[src/rtl/sram_axi_bridge_pkg.sv]
`default_nettype none
// sram_axi_bridge_pkg: FSM encodings, default AXI IDs and size/strobe helpers for the sram-to-AXI bridge.
// Revision: 1.0

package sram_axi_bridge_pkg;

  typedef logic [1:0] fsm_state_t;

  localparam logic [1:0] R_IDLE = 2'd0;
  localparam logic [1:0] R_AR   = 2'd1;
  localparam logic [1:0] R_R    = 2'd2;

  localparam logic [1:0] W_IDLE = 2'd0;
  localparam logic [1:0] W_AW   = 2'd1;
  localparam logic [1:0] W_B    = 2'd2;

  localparam logic [3:0] INST_ID_DEF = 4'd0;
  localparam logic [3:0] DATA_ID_DEF = 4'd1;

  function automatic logic [2:0] axi_size(input logic [1:0] size);
    return {1'b0, size};
  endfunction

  // Size 3 never comes from the core; it falls into the full-word case.
  function automatic logic [3:0] sram_wstrb(input logic [1:0] size, input logic [1:0] addr_lo);
    logic [3:0] strb;
    case (size)
      2'd0:    strb = 4'b0001 << addr_lo;
      2'd1:    strb = addr_lo[1] ? 4'b1100 : 4'b0011;
      default: strb = 4'b1111;
    endcase
    return strb;
  endfunction

endpackage

`default_nettype wire

[src/rtl/axi_wr_chan.sv]
`default_nettype none
// axi_wr_chan: single-beat AXI write engine; AW and W handshake independently, then B is collected.
// Revision: 1.0

module axi_wr_chan
  import sram_axi_bridge_pkg::*;
(
  input  logic        clk,
  input  logic        resetn,
  input  logic        i_start,
  input  logic [31:0] i_addr,
  input  logic [1:0]  i_size,
  input  logic [31:0] i_wdata,
  output logic        o_idle,
  output logic [31:0] o_awaddr,
  output logic [2:0]  o_awsize,
  output logic        o_awvalid,
  input  logic        i_awready,
  output logic [31:0] o_wdata,
  output logic [3:0]  o_wstrb,
  output logic        o_wvalid,
  input  logic        i_wready,
  output logic        o_bready,
  input  logic        i_bvalid,
  output logic        o_done
);

  fsm_state_t  r_state;
  logic        r_aw_done;
  logic        r_w_done;
  logic [31:0] r_addr;
  logic [31:0] r_wdata;
  logic [1:0]  r_size;
  logic [3:0]  r_wstrb;
  logic        r_done;

  logic w_aw_ok;
  logic w_w_ok;

  assign o_awvalid = (r_state == W_AW) && !r_aw_done;
  assign o_wvalid  = (r_state == W_AW) && !r_w_done;
  assign o_bready  = (r_state == W_B);
  assign o_idle    = (r_state == W_IDLE);
  assign o_awaddr  = r_addr;
  assign o_awsize  = axi_size(r_size);
  assign o_wdata   = r_wdata;
  assign o_wstrb   = r_wstrb;
  assign o_done    = r_done;

  // A channel counts as done once it has handshaken, either earlier or this cycle.
  assign w_aw_ok = r_aw_done || (o_awvalid && i_awready);
  assign w_w_ok  = r_w_done  || (o_wvalid  && i_wready);

  always_ff @(posedge clk or negedge resetn) begin
    if (!resetn) begin
      r_state   <= W_IDLE;
      r_aw_done <= 1'b0;
      r_w_done  <= 1'b0;
      r_addr    <= 32'd0;
      r_wdata   <= 32'd0;
      r_size    <= 2'd0;
      r_wstrb   <= 4'd0;
      r_done    <= 1'b0;
    end else begin
      r_done <= 1'b0;
      case (r_state)
        W_IDLE: begin
          if (i_start) begin
            r_state   <= W_AW;
            r_addr    <= i_addr;
            r_size    <= i_size;
            r_wdata   <= i_wdata;
            r_wstrb   <= sram_wstrb(i_size, i_addr[1:0]);
            r_aw_done <= 1'b0;
            r_w_done  <= 1'b0;
          end
        end
        W_AW: begin
          r_aw_done <= w_aw_ok;
          r_w_done  <= w_w_ok;
          if (w_aw_ok && w_w_ok) r_state <= W_B;
        end
        W_B: begin
          if (i_bvalid) begin
            r_state <= W_IDLE;
            r_done  <= 1'b1;
          end
        end
        default: r_state <= W_IDLE;
      endcase
    end
  end

endmodule

`default_nettype wire

[src/rtl/sram_axi_bridge.sv]
`default_nettype none
// sram_axi_bridge: arbitrates the core's inst/data sram-like ports onto one AXI master.
// Revision: 1.0

module sram_axi_bridge
  import sram_axi_bridge_pkg::*;
#(
  parameter logic [3:0] INST_ID = INST_ID_DEF,
  parameter logic [3:0] DATA_ID = DATA_ID_DEF
) (
  input  logic        clk,
  input  logic        resetn,
  input  logic        inst_sram_req,
  input  logic        inst_sram_wr,
  input  logic [1:0]  inst_sram_size,
  input  logic [31:0] inst_sram_addr,
  input  logic [31:0] inst_sram_wdata,
  output logic        inst_sram_addrok,
  output logic        inst_sram_dataok,
  output logic [31:0] inst_sram_rdata,
  input  logic        data_sram_req,
  input  logic        data_sram_wr,
  input  logic [1:0]  data_sram_size,
  input  logic [31:0] data_sram_addr,
  input  logic [31:0] data_sram_wdata,
  output logic        data_sram_addrok,
  output logic        data_sram_dataok,
  output logic [31:0] data_sram_rdata,
  output logic [3:0]  arid,
  output logic [31:0] araddr,
  output logic [7:0]  arlen,
  output logic [2:0]  arsize,
  output logic [1:0]  arburst,
  output logic        arvalid,
  input  logic        arready,
  input  logic [3:0]  rid,
  input  logic [31:0] rdata,
  input  logic [1:0]  rresp,
  input  logic        rlast,
  input  logic        rvalid,
  output logic        rready,
  output logic [3:0]  awid,
  output logic [31:0] awaddr,
  output logic [7:0]  awlen,
  output logic [2:0]  awsize,
  output logic [1:0]  awburst,
  output logic        awvalid,
  input  logic        awready,
  output logic [31:0] wdata,
  output logic [3:0]  wstrb,
  output logic        wlast,
  output logic        wvalid,
  input  logic        wready,
  input  logic [3:0]  bid,
  input  logic [1:0]  bresp,
  input  logic        bvalid,
  output logic        bready
);

  fsm_state_t  r_rstate;
  logic        r_data_busy;
  logic        r_rd_is_data;
  logic [31:0] r_raddr;
  logic [1:0]  r_rsize;
  logic [31:0] r_inst_rdata;
  logic [31:0] r_data_rdata;
  logic        r_inst_dataok;
  logic        r_data_rd_dataok;

  logic w_rd_idle;
  logic w_data_rd_acc;
  logic w_inst_acc;
  logic w_data_wr_acc;
  logic w_wr_idle;
  logic w_wr_done;
  logic w_unused;

  // Accepts are gated by resetn so addrok stays low while reset is held.
  assign w_rd_idle     = resetn && (r_rstate == R_IDLE);
  assign w_data_rd_acc = w_rd_idle && data_sram_req && !data_sram_wr && !r_data_busy;
  assign w_inst_acc    = w_rd_idle && inst_sram_req && !w_data_rd_acc;
  assign w_data_wr_acc = resetn && w_wr_idle && data_sram_req && data_sram_wr && !r_data_busy;

  assign inst_sram_addrok = w_inst_acc;
  assign data_sram_addrok = w_data_rd_acc || w_data_wr_acc;
  assign inst_sram_dataok = r_inst_dataok;
  assign data_sram_dataok = r_data_rd_dataok || w_wr_done;
  assign inst_sram_rdata  = r_inst_rdata;
  assign data_sram_rdata  = r_data_rdata;

  assign arid    = r_rd_is_data ? DATA_ID : INST_ID;
  assign araddr  = r_raddr;
  assign arlen   = 8'd0;
  assign arsize  = axi_size(r_rsize);
  assign arburst = 2'b01;
  assign arvalid = (r_rstate == R_AR);
  assign rready  = (r_rstate == R_R);

  assign awid    = DATA_ID;
  assign awlen   = 8'd0;
  assign awburst = 2'b01;
  assign wlast   = 1'b1;

  assign w_unused = ^{inst_sram_wr, inst_sram_wdata, rid, rresp, rlast, bid, bresp};

  always_ff @(posedge clk or negedge resetn) begin
    if (!resetn) begin
      r_data_busy <= 1'b0;
    end else if (data_sram_dataok) begin
      r_data_busy <= 1'b0;
    end else if (data_sram_addrok) begin
      r_data_busy <= 1'b1;
    end
  end

  // Response ownership comes from the captured request, not from rid.
  always_ff @(posedge clk or negedge resetn) begin
    if (!resetn) begin
      r_rstate         <= R_IDLE;
      r_rd_is_data     <= 1'b0;
      r_raddr          <= 32'd0;
      r_rsize          <= 2'd0;
      r_inst_rdata     <= 32'd0;
      r_data_rdata     <= 32'd0;
      r_inst_dataok    <= 1'b0;
      r_data_rd_dataok <= 1'b0;
    end else begin
      r_inst_dataok    <= 1'b0;
      r_data_rd_dataok <= 1'b0;
      case (r_rstate)
        R_IDLE: begin
          if (w_data_rd_acc || w_inst_acc) begin
            r_rstate     <= R_AR;
            r_rd_is_data <= w_data_rd_acc;
            r_raddr      <= w_data_rd_acc ? data_sram_addr : inst_sram_addr;
            r_rsize      <= w_data_rd_acc ? data_sram_size : inst_sram_size;
          end
        end
        R_AR: begin
          if (arready) r_rstate <= R_R;
        end
        R_R: begin
          if (rvalid) begin
            r_rstate <= R_IDLE;
            if (r_rd_is_data) begin
              r_data_rdata     <= rdata;
              r_data_rd_dataok <= 1'b1;
            end else begin
              r_inst_rdata  <= rdata;
              r_inst_dataok <= 1'b1;
            end
          end
        end
        default: r_rstate <= R_IDLE;
      endcase
    end
  end

  axi_wr_chan u_axi_wr_chan (
    .clk       (clk),
    .resetn    (resetn),
    .i_start   (w_data_wr_acc),
    .i_addr    (data_sram_addr),
    .i_size    (data_sram_size),
    .i_wdata   (data_sram_wdata),
    .o_idle    (w_wr_idle),
    .o_awaddr  (awaddr),
    .o_awsize  (awsize),
    .o_awvalid (awvalid),
    .i_awready (awready),
    .o_wdata   (wdata),
    .o_wstrb   (wstrb),
    .o_wvalid  (wvalid),
    .i_wready  (wready),
    .o_bready  (bready),
    .i_bvalid  (bvalid),
    .o_done    (w_wr_done)
  );

endmodule

`default_nettype wire

[config.mk]
export PLATFORM = sky130hd
export DESIGN_NAME = sram_axi_bridge
export DESIGN_NICKNAME = d
export VERILOG_FILES = /design/src/rtl/sram_axi_bridge_pkg.sv /design/src/rtl/axi_wr_chan.sv /design/src/rtl/sram_axi_bridge.sv
export SDC_FILE = /design/constraint.sdc
export NUM_CORES = 1
export LEC_CHECK = 0
export ABC_AREA = 1
export CORE_MARGIN = 2
export CORE_UTILIZATION = 30
export CTS_BUF_LIST = sky130_fd_sc_hd__clkbuf_16
export CTS_CLUSTER_SIZE = 16
export DETAILED_ROUTE_END_ITERATION = 10
export SKIP_LAST_GASP = 1
export SYNTH_ARGS = -nofsm -noshare
export SYNTH_HDL_FRONTEND = slang
export SYNTH_HIERARCHICAL = 1
export SYNTH_SLANG_ARGS = --single-unit
[constraint.sdc]
create_clock -name clk -period 1.75 [get_ports clk]
set_input_delay 0.35 -clock clk [delete_from_list [all_inputs] [get_ports clk]]
set_output_delay 0.35 -clock clk [all_outputs]
set_load 0.01 [all_outputs]
==> results of run 1 <==
-- layout by cell type (no fill, tap or decap), types with 5 or more instances in the layout --
master	n
buf_12	11
buf_4	33
clkbuf_16	17
clkdlybuf4s50_1	282
conb_1	30
dfrtp_1	178
dlygate4sd2_1	6
dlymetal6s2s_1	22
inv_1	42
inv_2	6
nand2_1	409
nand2_4	5
nand3_1	77
nor2_4	5
o21ai_1	20
o21ai_2	47
-- critical path: cells and delay by family --
kind | cells | cell delay [ns]
simple gates | 3 | 0.28
buf+inv | 3 | 0.77
-- timing repair --
item,CTS,global route
setup endpoints to repair,19,126
resized for setup,41,39
setup buffers,1,3
pin swaps,2,7
-- worst paths after layout --
| path | endpoint | slack [ns] | cells past startpoint | start |
|---|---|---|---|---|
| worst max-delay path | inst_sram_addrok | 0.003 | 6 | data_sram_req |
| worst min-delay path | u_axi_wr_chan/o_done | 0.03 | 2 | resetn |
| worst max register to register | u_axi_wr_chan/o_awaddr[16] | 0.11 | 11 | u_axi_wr_chan/r_state[0] |
| worst min register to register | u_axi_wr_chan/o_awaddr[25] | 0.47 | 2 | u_axi_wr_chan/o_awaddr[25] |
| max in group asynchronous | data_sram_rdata[28] | 0.58 | 3 | resetn |
| min in group clk | u_axi_wr_chan/o_wdata[18] | 0.46 | 3 | data_sram_wdata[18] |
-- through the flow --
step                worst slack (ns)  cells  setup TNS [ns]
detailed placement            -0.517   1538          -30.83
finish                       0.00329   1574               0
global route                 -0.0977   1574          -0.242
floorplan                      0.196    921               0
CTS                          -0.0974   1571          -0.118
global placement              -0.508   1538          -27.93
-- layout make-up --
class                           count  area, sq um
Clock buffer                       17          425
Clock inverter                     15          144
Fill cell                        2553        13800
Inverter                           48          180
Multi-Input combinational cell    616         2810
Sequential cell                   179         4480
Tap cell                          335          419
Timing Repair Buffer              364         3710
-- flip-flops by register name, indices dropped and copies added (netlist names) --
signal and cells:
u_axi_wr_chan/r_w_done 1, u_axi_wr_chan/r_size 2, u_axi_wr_chan/o_wstrb 4, araddr 32, u_axi_wr_chan/r_aw_done 1, u_axi_wr_chan/o_done 1
r_rstate 2, inst_sram_rdata 32, u_axi_wr_chan/o_awaddr 32, r_data_busy 1, u_axi_wr_chan/r_state 2, u_axi_wr_chan/o_wdata 32
inst_sram_dataok 1, r_data_rd_dataok 1, r_rd_is_data 1, data_sram_rdata 32, r_rsize 2
-- logic make-up after synthesis --
family | synth area share (%)
compound gates | 7.01
buf+inv | 9.77
flops | 56.5
other cells | 0.142
simple gates | 26.6
-- per-layer routing --
| metal | track usage, % | up-vias | wire (um) |
|---|---|---|---|
| li1 | - | 3400 | - |
| met1 | 23.5 | 3181 | 10900 |
| met2 | 27.3 | 268 | 10900 |
| met3 | 6.68 | 11 | 2300 |
| met4 | 3.00 | 2 | 155 |
| met5 | 0 | - | 13 |
-- power by group through the flow --
stage / registers, mW / clock network [mW] / logic [mW]
5_1_grt: 7.42 / 4.07 / 9.51
3_3_place_gp: 7.17 / 0 / 8.82
2_1_floorplan: 8.05 / 0 / 2.69
4_1_cts: 7.17 / 3.87 / 8.85
3_5_place_dp: 7.20 / 0 / 8.88
6_report: 7.15 / 3.76 / 8.71
-- Yosys cell counts (all sizes together) --
library cell / count
inv: 48
nor2: 11
clkbuf: 2
o31ai: 1
a21oi: 4
dfrtp: 179
nor3: 1
o311ai: 1
conb: 3
or2: 1
buf: 76
a31oi: 1
o21ai: 68
nand2: 417
nand4: 1
nand3: 80
==> impl_metrics.py, run 1 <==
metrics = {
    "sta": {
        "period_needed_ns": 1.75,
        "worst_pin_slew_ns": 0.834,
        "max_freq_mhz": 573,
        "grt_setup_unrepaired": "true",
        "period_share_pct": 99.8,
        "holdWs_ns": 0.0260,
        "drv_slew": 0,
        "setup_viol": 0,
        "skew_ns": 0.0163,
        "relSlewSlack_pct": 44.4,
        "hold_viol": 0,
    },
    "setup_path": {
        "startpoint_type": "primary input",
        "cp.required_ns": 1.40,
        "critical_path_arrival_ns": 1.40,
        "end_kind": "output pin",
        "worstSetupPathType": "primary input to output pin",
        "critPathMaxStageDelay_ns": 0.53,
        "slowest_stage": "clkdlybuf4s50_1",
        "path_cells": "clkdlybuf4s50_1, nand2_4, nor2_4, buf_12, nor2_4, buf_6",
        "cp_common_cell": "nor2_4",
        "crit_path_max_fanout": 3,
    },
    "min_path": {
        "min_path_type": "primary input to asynchronous set/reset pin",
    },
    "yosys": {
        "seq_area_frac_synth_pct": 56.5,
        "synthTopCellsByArea": "dfrtp_1, nand2_1, o21ai_2, nand3_1, buf_4",
        "ys_ff_latch": 179,
        "yosysTopAreaCell": "dfrtp_1",
        "synth_cell_types": 26,
        "synth_area_sq_um": 7930,
        "postSynthCellCount": 894,
        "syn_area_per_cell_sq_um": 8.87,
        "ys_warn_count": 6,
        "synthDominantCellAreaShare_pct": 56.5,
    },
    "routing": {
        "ant_nets": 0,
        "via_per_inst": 4.36,
        "routed_wl_um": 24300,
        "first_pass_iters": 5,
        "post-route-drc-count": 0,
        "wire_per_inst_um": 15.4,
        "num_vias": 6862,
        "drt_iter0_drc": 421,
    },
    "power": {
        "p_sw_share_pct": 35.1,
        "p_leak_nw": 6.26,
        "p_int_mw": 12.7,
        "finalPower_mw": 19.6,
        "seq_power_share_pct": 36.4,
        "ir_drop_v": 0.000758,
        "p_per_area_nw_per_um2": 1610,
        "power_switching_mw": 6.90,
        "combPwrFrac_pct": 44.4,
        "clkPwrFrac_pct": 19.2,
    },
    "die": {
        "die_area_sq_um": 27700,
        "io_pins": 396,
        "initial_core_util_pct": 30.5,
        "chipWidth_um": 167,
        "rows": 59,
        "core_area_sq_um": 26000,
        "die_y_um": 167,
    },
    "place": {
        "gp_congestion": 0.772,
        "dp_hpwl_um": 17600,
        "dpl_cell_area_sq_um": 11500,
        "io_buffer_count": 319,
    },
    "clocking": {
        "cts.clk_slew.worst_paths_ns": 0.07,
        "clock_path_buffers": 2,
        "ctsHtreeMaxLevel": 4,
        "clock_latency_ns": 0.42,
        "cts.sink_count": 179,
        "postCtsHoldBufs": 0,
        "cts_tree": "built",
        "cts_root_buf": "clkbuf_16",
        "cts_buffers": 17,
    },
    "grt": {
        "overflow": 0,
        "grt.total_usage_pct": 17.5,
        "grt_first_pass_wirelength_um": 38800,
        "grt_pass1_vias": 6862,
        "antenna_found_initial": 1,
        "grt_max_degree": 66,
    },
    "final_layout": {
        "layout.nets": 1414,
        "diodes": 0,
        "utilization_pct": 46.8,
        "drive_above_1_share_pct": 12.7,
        "areaGrowthSynthToFinish_pct": 53.6,
        "design_area_sq_um": 12200,
    },
    "status": {
        "status": "finished clean",
    },
    "job": {
        "cap_viol_max_count": 0,
    },
}
Power figures use the tool's default switching activity.
==> run 2: changes to the inputs <==
--- a/config.mk
+++ b/config.mk
@@ -5,12 +5,12 @@
 export SDC_FILE = /design/constraint.sdc
 export NUM_CORES = 1
 export LEC_CHECK = 0
-export ABC_AREA = 1
 export CORE_MARGIN = 2
 export CORE_UTILIZATION = 30
 export CTS_BUF_LIST = sky130_fd_sc_hd__clkbuf_16
 export CTS_CLUSTER_SIZE = 16
 export DETAILED_ROUTE_END_ITERATION = 10
+export GPL_ROUTABILITY_DRIVEN = 0
 export SKIP_LAST_GASP = 1
 export SYNTH_ARGS = -nofsm -noshare
 export SYNTH_HDL_FRONTEND = slang
==> run 2 against run 1 <==
  * The flow now finishes with violations (negative setup slack)
  * Core utilization up 3.6 points
  * Routed wire length is 8.6% lower
  * Largest power group unchanged
  * Setup slack got worse by 0.18 ns
==> impl_metrics.py, run 2 <==
metrics = {
    "status": {
        "status": "complete, but fails checks",
        "violations": "negative setup slack",
    },
    "clocking": {
        "cts_root_buf": "clkbuf_16",
        "cts_buffers": 17,
        "clock_latency_ns": 0.43,
        "ctsHtreeMaxLevel": 4,
        "cts.sink_count": 179,
        "clock_path_buffers": 2,
        "cts_tree": "built",
        "cts.clk_slew.worst_paths_ns": 0.07,
    },
    "setup_path": {
        "worstSetupPathType": "flop to flop",
        "startpoint_type": "flop",
        "r2r_end": "araddr[22]",
        "worst-r2r-setup-slack_ns": -0.18,
        "r2r-start": "r_rstate[0]",
        "critical_path_arrival_ns": 2.24,
        "crit_path_max_fanout": 6,
        "cp.required_ns": 2.06,
        "timing.reg2reg.worst_path_depth": 6,
        "end_kind": "flop",
    },
    "power": {
        "p_leak_nw": 5.89,
        "p_sw_share_pct": 29.4,
        "power_switching_mw": 6.20,
        "ir_drop_v": 0.000799,
        "seq_power_share_pct": 34.3,
        "clkPwrFrac_pct": 18.4,
        "p_int_mw": 14.9,
        "p_per_area_nw_per_um2": 1650,
        "combPwrFrac_pct": 47.3,
    },
    "final_layout": {
        "fillCellCount": 2198,
        "regArea_sq_um": 4480,
        "layout_commonest_cell": "clkdlybuf4s50_1",
        "final_cell_mix": "clkdlybuf4s50_1, dfrtp_1, mux2_4",
        "utilization_pct": 50.4,
        "drive_above_1_share_pct": 35.7,
        "multi_input_area_sq_um": 3170,
        "areaGrowthSynthToFinish_pct": 64.5,
        "layout.nets": 1048,
    },
    "yosys": {
        "ys_async_sr_fraction_pct": 100,
        "seq_area_frac_synth_pct": 57.9,
        "synth_common_cells": "dfrtp_1, mux2_2, mux2_4",
        "syn_area_per_cell_sq_um": 15.9,
        "ys_ff_latch": 179,
        "ys_warn_count": 6,
        "yosysMostFrequentCell": "dfrtp_1",
        "postSynthCellCount": 488,
        "ys.flop_type": "dfrtp_1",
        "synth_cell_types": 32,
        "yosysTopAreaCell": "dfrtp_1",
        "synth-edff-count": 0,
        "synth_area_sq_um": 7740,
        "synthTopCellsByArea": "dfrtp_1, mux2_2, mux2_4, buf_4, buf_12",
        "synthDominantCellAreaShare_pct": 57.9,
    },
    "place": {
        "io_buffer_count": 319,
        "dp_hpwl_um": 14600,
        "pre_cts_slack_ns": -0.557,
    },
    "routing": {
        "via_per_inst": 4.30,
        "wire_per_inst_um": 18.5,
        "first_pass_iters": 4,
        "post-route-drc-count": 0,
        "num_vias": 5172,
        "routed_wl_um": 22200,
        "ant_nets": 0,
        "drt_iter0_drc": 227,
    },
    "sta": {
        "fin_ws_ns": -0.178,
        "worst_pin_slew_ns": 0.785,
        "drv_slew": 0,
        "holdWs_ns": 0.302,
        "relSlewSlack_pct": 47.7,
        "period_needed_ns": 1.93,
        "max_freq_mhz": 519,
        "skew_ns": 0.0170,
        "period_share_pct": 110,
        "grt_setup_unrepaired": "true",
        "setup_tns_ns": -12.75,
        "hold_viol": 0,
        "setup_viol": 104,
    },
    "die": {
        "die_y_um": 165,
        "io_pins": 396,
        "chipWidth_um": 165,
        "die_area_sq_um": 27100,
        "initial_core_util_pct": 30.7,
        "rows": 58,
        "core_area_sq_um": 25300,
    },
    "grt": {
        "grt_pass1_vias": 5312,
        "antenna_found_initial": 0,
        "grt.total_usage_pct": 15.0,
        "grt_max_degree": 153,
        "grt_first_pass_wirelength_um": 30900,
        "overflow": 0,
    },
    "job": {
        "cap_viol_max_count": 0,
    },
    "min_path": {
        "min_path_type": "primary input to asynchronous set/reset pin",
    },
}
==> run 2: cell types whose count changed after synthesis, moves of 16 or more <==
cell	delta
mux2_2	+135
o21ai_1	-20
nand3_1	-75
buf_2	-16
o21ai_2	-46
nand2_1	-407
inv_1	-37
mux2_4	+63
==> run 2: area by class of cell <==
type	instances	area share [%]
Multi-Input combinational cell	274	24.9
Timing Repair Buffer	380	31.8
Clock inverter	15	1.24
Inverter	8	0.236
Antenna cell	1	0.0197
Tap cell	330	3.24
Clock buffer	17	3.34
Sequential cell	179	35.2
==> run 2: logic make-up after synthesis <==
kind of cell           Yosys count  share of synthesized area (%)
AO/OA/AOI/OAI                   17                           1.31
buffers and inverters           62                           6.64
flip-flops                     179                           57.9
multiplexers                   198                           31.9
other                            3                          0.145
AND/OR/NAND/NOR                 29                           2.18
==> run 2: repair_timing <==
action / CTS / global route
hold endpoints to repair: 10 / 0
hold buffers: 2 / 0
setup buffers: 15 / 9
cloned: 3 / 6
setup endpoints to repair: 110 / 209
resized for setup: 53 / 115
pin swaps: 4 / 4
==> run 2: routing by layer <==
| metal | part of all wire, % | GRT usage [%] | vias up |
|---|---|---|---|
| met2 | 49 | 24.8 | 202 |
| met3 | 8.4 | 5.73 | 8 |
| li1 | - | - | 2389 |
| met1 | 42 | 18.8 | 2573 |
| met4 | 0.65 | 3.08 | 0 |
| met5 | 0 | 0 | - |
==> run 2: stage by stage <==
| stage | total power, mW | instance area (sq um) | cells |
|---|---|---|---|
| 2_1_floorplan | 11.2 | 7840 | 515 |
| 3_3_place_gp | 16.4 | 11400 | 1143 |
| 3_5_place_dp | 16.4 | 11400 | 1143 |
| 4_1_cts | 20.6 | 12200 | 1193 |
| 5_1_grt | 22.2 | 12700 | 1203 |
| 6_report | 21.0 | 12700 | 1204 |
==> run 2: how the worst max path moves through the flow <==
stage	start	end	slack [ns]	cells after the start
after floorplan	u_axi_wr_chan/r_state[0]	u_axi_wr_chan/o_awaddr[0]	0.005	8
after global placement	inst_sram_req	araddr[30]	-0.53	6
after detailed placement	inst_sram_req	araddr[17]	-0.56	6
after CTS	r_rstate[1]	inst_sram_addrok	-0.19	4
after global routing	r_rstate[0]	inst_sram_addrok	-0.27	4
final	r_rstate[0]	araddr[22]	-0.18	6
==> run 2: worst max-delay path, cell delays in order, from the launching register on <==
cell       delay [ns]
dfrtp_2          0.45
nor4bb_4         0.32
buf_4            0.17
buf_12           0.14
clkbuf_16        0.16
mux2_4           0.30
mux2_4           0.26
==> run 2: power by group through the flow <==
stage	Sequential (mW)	Combinational, mW	Clock [mW]
after floorplan	8.07	3.15	0
after global placement	7.25	9.14	0
after detailed placement	7.26	9.18	0
after CTS	7.23	9.38	4.01
after global routing	7.48	10.5	4.19
final	7.23	9.95	3.87
==> run 3: changes to the inputs <==
--- a/config.mk
+++ b/config.mk
@@ -6,11 +6,12 @@
 export NUM_CORES = 1
 export LEC_CHECK = 0
 export CORE_MARGIN = 2
-export CORE_UTILIZATION = 30
+export CORE_UTILIZATION = 35
 export CTS_BUF_LIST = sky130_fd_sc_hd__clkbuf_16
 export CTS_CLUSTER_SIZE = 16
 export DETAILED_ROUTE_END_ITERATION = 10
 export GPL_ROUTABILITY_DRIVEN = 0
+export PLACE_DENSITY = 0.72
 export SKIP_LAST_GASP = 1
 export SYNTH_ARGS = -nofsm -noshare
 export SYNTH_HDL_FRONTEND = slang
==> run 3 against run 2 <==
  * The run still ends with negative setup slack left
  * Register-to-register slack gained 0.03 ns
  * Via count barely moved
  * Sequential cell count is the same
  * First-iteration DRC count is 19% lower
  * Total power is 1.5% lower
  * Final cell count is 5.6% lower
  * Cell area shrank 3.0%
  * Setup slack improved by 0.031 ns
  * Fmax increased by 1.6%
  * Routed wire length decreased by 7.4%
  * Critical endpoint is now araddr[28]
==> impl_metrics.py, run 3 (synthesis results as in run 2) <==
metrics = {
    "die": {
        "core_area_sq_um": 21800,
        "die_area_sq_um": 23300,
        "io_pins": 396,
        "chipWidth_um": 153,
        "rows": 54,
        "initial_core_util_pct": 35.6,
        "die_y_um": 153,
    },
    "job": {
        "cap_viol_max_count": 0,
    },
    "sta": {
        "skew_ns": 0.0119,
        "drv_slew": 0,
        "fin_ws_ns": -0.147,
        "max_freq_mhz": 527,
        "grt_setup_unrepaired": "true",
        "worst_pin_slew_ns": 0.603,
        "period_share_pct": 108,
        "setup_viol": 101,
        "period_needed_ns": 1.90,
        "hold_viol": 0,
        "relSlewSlack_pct": 59.8,
        "holdWs_ns": 0.0220,
    },
    "final_layout": {
        "final_cells": 1136,
        "drive_above_1_share_pct": 34.3,
        "final_cell_mix": "clkdlybuf4s50_1, dfrtp_1, mux2_4",
        "fillCellCount": 1777,
        "areaGrowthSynthToFinish_pct": 59.6,
        "layout_commonest_cell": "clkdlybuf4s50_1",
        "diodes": 0,
        "layout.nets": 1032,
    },
    "setup_path": {
        "cp-endpoint": "araddr[28]",
        "cp_common_cell": "mux2_4",
        "path_cells": "nor4bb_4, buf_4, buf_12, clkbuf_16, mux2_4, mux2_4",
        "path_buf_inv": 3,
        "r2r-start": "r_rstate[0]",
        "end_kind": "flop",
        "timing.reg2reg.worst_path_depth": 6,
        "crit_family": "multiplexers",
        "crit_path_start": "r_rstate[0]",
        "worst-r2r-setup-slack_ns": -0.15,
        "cp_num_cells": 6,
        "worstSetupPathType": "flop to flop",
        "cp.required_ns": 2.04,
        "crit_path_max_fanout": 7,
        "critical_path_arrival_ns": 2.19,
        "critPathMaxStageDelay_ns": 0.44,
        "slowest_stage": "dfrtp_2",
        "r2r_end": "araddr[28]",
        "startpoint_type": "flop",
    },
    "routing": {
        "via_per_inst": 4.55,
        "first_pass_iters": 4,
        "routed_wl_um": 20600,
        "num_vias": 5170,
        "drt_iter0_drc": 184,
        "post-route-drc-count": 0,
        "wire_per_inst_um": 18.1,
        "ant_nets": 0,
    },
    "place": {
        "dp_hpwl_um": 14500,
        "io_buffer_count": 319,
        "dp_cells": 1092,
        "pre_cts_slack_ns": -0.542,
    },
    "clocking": {
        "cts.sink_count": 179,
        "ctsHtreeMaxLevel": 4,
        "cts_root_buf": "clkbuf_16",
        "cts.clk_slew.worst_paths_ns": 0.07,
        "cts_buffers": 17,
        "cts_tree": "built",
        "clock_path_buffers": 2,
        "clock_latency_ns": 0.41,
    },
    "grt": {
        "grt.total_usage_pct": 16.9,
        "grt_pass1_vias": 5517,
        "overflow": 0,
        "grt_max_degree": 89,
        "antenna_found_initial": 0,
        "grt_first_pass_wirelength_um": 31200,
    },
    "status": {
        "status": "complete, but fails checks",
        "violations": "negative setup slack",
    },
    "power": {
        "finalPower_mw": 20.7,
        "p_leak_nw": 5.70,
        "p_per_area_nw_per_um2": 1680,
        "ir_drop_v": 0.000844,
    },
    "min_path": {
        "min_path_type": "primary input to asynchronous set/reset pin",
    },
}
## run 3: cell types whose count changed in the layout (fill, tap and decap cells not counted), sizes merged
cell,previous run,this run
buf,61,50
clkbuf,23,19
clkdlybuf4s50,289,293
dlymetal6s2s,20,16
clkinvlp,3,2
diode,1,0
dlygate4sd3,2,1
## run 3: area by class of cell
class	instances	area, sq um	area share [%]
tap	280	350	2.84
sequential	179	4480	36.3
inverter	8	30.0	0.243
clock buffer	17	425	3.44
multi-input combinational	274	3130	25.3
timing repair buffer	364	3780	30.6
clock inverter	14	153	1.24
## run 3: report_power, final
group | internal (mW) | leakage (nW) | switching [mW] | total [mW]
combinational | 6.45 | 3.23 | 3.27 | 9.72
clock | 2.12 | 0.284 | 1.68 | 3.80
sequential | 6.13 | 2.18 | 1.09 | 7.21
total | 14.7 | 5.70 | 6.04 | 20.7
## run 3: what timing repair did
item / in CTS / in global routing
buffers inserted: 5 / 4
endpoints found under the hold margin: 2 / 0
pin swaps: 4 / 2
cloned: 1 / 2
gates resized for setup: 41 / 88
setup endpoints to repair: 139 / 149
hold buffers: 1 / 0
## run 3: worst min path at each step
| stage | to | slack (ns) | cells after the start |
|---|---|---|---|
| after global routing | u_axi_wr_chan/o_awaddr[21] | 0.04 | 2 |
| after CTS | u_axi_wr_chan/o_awaddr[27] | 0.03 | 2 |
| final | u_axi_wr_chan/o_awaddr[21] | 0.02 | 2 |
| after global placement | r_data_busy | 0.25 | 2 |
| after detailed placement | r_data_busy | 0.26 | 2 |
| after floorplan | araddr[0] | 0.05 | 0 |
## run 3: metrics by stage
stage / TNS, ns / utilization, % / area [sq um]
floorplan: 0 / - / 7840
global placement: -47.02 / 52.0 / 11300
detailed placement: -48.88 / 52.0 / 11300
CTS: -13.15 / 55.0 / 12000
global route: -18.20 / 56.8 / 12400
finish: -9.89 / 56.8 / 12400
## run 3: routing by layer
metal	GRT usage [%]	share of wire [%]
met3	6.71	8.2
met2	28.0	49
met4	4.28	0.90
met5	0	0
met1	20.8	41
